**config.mk**
```make
export PLATFORM = sky130hd
export DESIGN_NAME = mult_div_sequencer
export DESIGN_NICKNAME = d
export VERILOG_FILES = /design/src/rtl/mult_div_pkg.sv /design/src/rtl/mdu_iter_counter.sv /design/src/rtl/mult_div_sequencer.sv
export SDC_FILE = /design/constraint.sdc
export NUM_CORES = 1
export LEC_CHECK = 0
export ABC_AREA = 1
export CORE_MARGIN = 2
export CORE_UTILIZATION = 52
export CTS_CLUSTER_DIAMETER = 60
export DETAILED_ROUTE_END_ITERATION = 12
export HOLD_SLACK_MARGIN = 0.15
export PLACE_DENSITY = 0.8
export SETUP_SLACK_MARGIN = 0.05
export SKIP_LAST_GASP = 1
export SYNTH_ARGS = -nofsm -noshare
export SYNTH_HDL_FRONTEND = slang
export SYNTH_SLANG_ARGS = --single-unit
```
**constraint.sdc**
```tcl
create_clock -name clock -period 2.65 [get_ports clock]
set_clock_uncertainty 0.15 [all_clocks]
set_input_delay 0.53 -clock clock [delete_from_list [all_inputs] [get_ports clock]]
set_output_delay 0.53 -clock clock [all_outputs]
set_load 0.02 [all_outputs]
```
**src/rtl/mult_div_pkg.sv**
```systemverilog
// Shared definitions for the mult/div sequencer and the main control FSM:
// state encodings, operation codes and the default iteration count.
package mult_div_pkg;

    typedef enum logic [2:0] {
        IDLE  = 3'd0,
        LOAD  = 3'd1,
        RUN   = 3'd2,
        WRITE = 3'd3,
        DONE  = 3'd4,
        EXC   = 3'd5
    } state_e;

    localparam logic OP_MULT = 1'b0;
    localparam logic OP_DIV  = 1'b1;

    localparam int unsigned ITER_DEFAULT  = 32;
    localparam int unsigned CNT_W_DEFAULT = 6;

    typedef struct packed {
        logic md_load;
        logic mult_op;
        logic div_op;
        logic hi_we;
        logic lo_we;
        logic mux_hi;
        logic mux_lo;
        logic busy;
        logic done;
        logic div_zero_exc;
    } seq_out_t;

endpackage

```
**src/rtl/mdu_iter_counter.sv**
```systemverilog
// Loadable down-counter with a zero flag; saturates at zero rather than wrapping.
module mdu_iter_counter #(
    parameter int unsigned CNT_W  = 6,
    parameter int unsigned RELOAD = 31
) (
    input  logic clk_i,
    input  logic rst_i,
    input  logic load_i,
    input  logic dec_i,
    output logic zero_o
);

    logic [CNT_W-1:0] count_q;
    logic [CNT_W-1:0] count_d;

    always_comb begin
        count_d = count_q;
        if (load_i) begin
            count_d = CNT_W'(RELOAD);
        end else if (dec_i && (count_q != '0)) begin
            count_d = count_q - 1'b1;
        end
    end

    always_ff @(posedge clk_i) begin
        if (rst_i) begin
            count_q <= CNT_W'(RELOAD);
        end else begin
            count_q <= count_d;
        end
    end

    assign zero_o = (count_q == '0);

endmodule

```
**src/rtl/mult_div_sequencer.sv**
```systemverilog
// Sequences the shared iterative multiply/divide unit: load, ITER steps, HI/LO write, done.
// Divide-by-zero is reported as a one-cycle exception without touching the unit.
module mult_div_sequencer
    import mult_div_pkg::*;
#(
    parameter int unsigned ITER  = ITER_DEFAULT,
    parameter int unsigned CNT_W = CNT_W_DEFAULT
) (
    input  logic clock,
    input  logic reset,
    input  logic start_mult,
    input  logic start_div,
    input  logic divisor_zero,
    output logic md_load,
    output logic MULT_OP,
    output logic DIV_OP,
    output logic Reg_HI_Write,
    output logic Reg_Lo_Write,
    output logic MuxHi,
    output logic MuxLo,
    output logic busy,
    output logic done,
    output logic div_zero_exc
);

    state_e   state_q;
    logic     op_q;
    seq_out_t outs_q;
    logic     cnt_zero;

    mdu_iter_counter #(
        .CNT_W  (CNT_W),
        .RELOAD (ITER - 1)
    ) u_iter_counter (
        .clk_i  (clock),
        .rst_i  (reset),
        .load_i (state_q == LOAD),
        .dec_i  (state_q == RUN),
        .zero_o (cnt_zero)
    );

    // Outputs are registered as the Moore decode of the state being entered,
    // so each one lines up exactly with the cycle its state is occupied.
    always_ff @(posedge clock) begin
        if (reset) begin
            state_q <= IDLE;
            op_q    <= OP_MULT;
            outs_q  <= '0;
        end else begin
            outs_q <= '0;
            case (state_q)
                IDLE: begin
                    if (start_mult) begin
                        op_q           <= OP_MULT;
                        state_q        <= LOAD;
                        outs_q.md_load <= 1'b1;
                        outs_q.busy    <= 1'b1;
                    end else if (start_div && divisor_zero) begin
                        state_q             <= EXC;
                        outs_q.div_zero_exc <= 1'b1;
                        outs_q.busy         <= 1'b1;
                    end else if (start_div) begin
                        op_q           <= OP_DIV;
                        state_q        <= LOAD;
                        outs_q.md_load <= 1'b1;
                        outs_q.busy    <= 1'b1;
                    end
                end
                LOAD: begin
                    state_q        <= RUN;
                    outs_q.mult_op <= (op_q == OP_MULT);
                    outs_q.div_op  <= (op_q == OP_DIV);
                    outs_q.busy    <= 1'b1;
                end
                RUN: begin
                    outs_q.busy <= 1'b1;
                    if (cnt_zero) begin
                        state_q       <= WRITE;
                        outs_q.hi_we  <= 1'b1;
                        outs_q.lo_we  <= 1'b1;
                        outs_q.mux_hi <= (op_q == OP_DIV);
                        outs_q.mux_lo <= (op_q == OP_DIV);
                    end else begin
                        outs_q.mult_op <= (op_q == OP_MULT);
                        outs_q.div_op  <= (op_q == OP_DIV);
                    end
                end
                WRITE: begin
                    state_q     <= DONE;
                    outs_q.done <= 1'b1;
                    outs_q.busy <= 1'b1;
                end
                DONE:    state_q <= IDLE;
                EXC:     state_q <= IDLE;
                default: state_q <= IDLE;
            endcase
        end
    end

    assign md_load      = outs_q.md_load;
    assign MULT_OP      = outs_q.mult_op;
    assign DIV_OP       = outs_q.div_op;
    assign Reg_HI_Write = outs_q.hi_we;
    assign Reg_Lo_Write = outs_q.lo_we;
    assign MuxHi        = outs_q.mux_hi;
    assign MuxLo        = outs_q.mux_lo;
    assign busy         = outs_q.busy;
    assign done         = outs_q.done;
    assign div_zero_exc = outs_q.div_zero_exc;

endmodule
```
==> impl_results.md <==
- Status: completed
- First-pass GRT wire length: 2240 µm
- Met2 Use GR: 24.6%
- Reg-to-reg slack, setup: 1.18 ns
- Initial antenna violation count: 0
- Startpoint Class: flop
- Largest net degree at the start of global routing: 11
- RSZ-0062 raised after global routing: no
- Longest Clk Path Bufs: 2
- Sequential element share of the synthesized area: 46.5%
- Number of synthesized flops with an enable pin: 0
- DRT Wirelength: 1450 µm
- Cell taking the most area after synthesis: dfxtp_1
- Global route hottest layer: met2
- Die W: 42.6 µm
- Avg Inst Size Synth: 7.90 µm²
- CTS root buf: clkbuf_4
- Number of synthesized register bits: 18
- Max reg flops: 6
- Synth top area share: 46.5%
- Global route overflow: 0
- Ports: 15
- Post-Syn Nets: 105
- Max_cap viols: 0
- GRT Total Usage: 16.7%
- CP Class: flop to output pin
- Slew Limit Fails: 0
- RD Place Congestion: 0.873
- Static Leakage: 0.422 nW
- PwrDens: 636 mW/mm²
- Core area: 0.00135 mm²
- Largest Register: u_iter_counter.count_q
- Post-CTS setup buffers: 0
- Via density: 5.09
- Share of layout cells above drive strength 1: 11.4%
- CP max stage delay: 0.60 ns
- Fin nets: 122
- Endpoints failing setup: 0
- CTS Sinks: 18
- Worst hold path class: flop to flop
- Synth area leaders: dfxtp_1 (47%), nand2_1 (8.2%), inv_1 (6.8%)
- Die area: 0.00181 mm²
- Cell Area, Synth: 774 µm²
- IO Port Bufs: 14
- Asr flop ratio synth: 0%
- DRC viols: 0
- Synth Warn #: 0
- Ranking of synthesized cells by instance count: dfxtp_1 (18), nand2_1 (17), inv_1 (14)
- Fmax: 0.527 GHz
- Met1 Use GR: 21.5%
- Final worst path period share: 71.6%
- Fill cells: 113
- Critical Path RT: 1.97 ns
- CTS H-tree lvls: 1
- Biggest regs: u_iter_counter.count_q x6, state_q x3
- Critical-path maximum fanout: 2
- Synth Instances: 98
- Clock latency at the later pin of the worst-skew pair: 0.28 ns
- Arr. time, crit path: 1.22 ns
- Slew @ Worst Pin: 0.267 ns
- Worst slew margin: 82.1%
- Crit path time final: 1.90 ns
- Starting Density: 57.4%
- Synth unique cells: 24
- Clock transition at the registers of the reported paths: 0.09 ns
- Primary FF master, synth: dfxtp_1
- Most common cell in the netlist: dfxtp_1
- Bufs and invs on worst path: 1
- DP HPWL: 1100 µm
- P&R area growth vs syn: 23.3%
- # diodes: 0
- Top delay family on crit path: buffers and inverters
- Crit-path cells: clkdlybuf4s50_1
- ANT nets after route: 0
- Max IR drop VDD: 0.488 mV
- Wire per inst: 11.3 µm
- Setup TNS: 0 ns
- CTS tree: yes
- Pre-antenna DRT Iters: 6
- CTS Hold Bufs: 0
- Inserted Clock Buffers: 3
- Final Hold Vio Count: 0
- Vias: 657
- Core Util, Final: 70.7%
- Vias in the first global route: 527
- Die Height: 42.6 µm
- Rows: 13
- CP endpoint kind: output pin
- Post-CTS sizing: 0
- Initial DRC Count: 14
- Global-route met3 utilization: 6.90%
- Slowest CP cell: clkdlybuf4s50_1
==> cell usage in the layout, fill, tap and decap left out, types with 2 or more instances in the layout <==
master	n
nor3_1	2
ha_1	2
nor2_1	13
inv_1	14
nand4_1	3
dfxtp_1	18
nand3_1	6
nand2_1	17
o21ai_0	4
clkdlybuf4s50_1	14
nor2_2	2
a21oi_1	3
clkbuf_4	3
==> routing by layer <==
layer / routed length (µm) / part of all wire, % / up-vias
met1: 714 / 49 / 285
met2: 643 / 44 / 24
li1: - / - / 346
met3: 87 / 6.0 / 2
met5: 0 / 0 / -
met4: 7 / 0.48 / 0
==> where the power goes <==
group	internal [mW]	switching [mW]	total (mW)
registers	0.294	0.0159	0.310
logic	0.0506	0.0863	0.137
clock network	0.0836	0.0766	0.160
==> area by class of cell <==
class	count	area (µm²)	area share, %
multi-input cells	63	343	35.9
clock buffers	4	36.3	3.80
well taps	15	18.8	1.97
inverters	15	56.3	5.90
flip-flops and latches	18	360	37.7
repair buffers	14	140	14.7
==> metrics by stage <==
step | area, µm² | setup slack [ns] | total power, mW | hold slack, ns | std cells
final | 955 | 0.751 | 0.607 | 0.307 | 129
after global routing | 955 | 0.694 | 0.639 | 0.348 | 129
after CTS | 955 | 0.739 | 0.609 | 0.311 | 129
after detailed placement | 918 | 0.816 | 0.450 | 0.295 | 125
after global placement | 918 | 0.840 | 0.449 | 0.302 | 125
after floorplan | 774 | 1.36 | 0.407 | 0.273 | 98
==> kinds of logic (layout without fill, tap and decap cells) <==
group,after synthesis,count (layout),synth area share (%)
adders and majority gates,2,2,3.23
xor gates and xnor gates,1,1,1.13
buffers and inverters,17,33,9.21
and+or+nand+nor,49,49,31.7
AOI/OAI and AO/OA,11,11,8.24
DFF,18,18,46.5
==> worst paths after layout <==
kind	from	cells after the start	end
max	Reg_HI_Write	1	Reg_HI_Write
min	op_q	2	DIV_OP
max reg2reg	u_iter_counter.count_q[0]	7	u_iter_counter.count_q[3]
min reg2reg	op_q	2	DIV_OP
(Power assumes the default switching activity.)
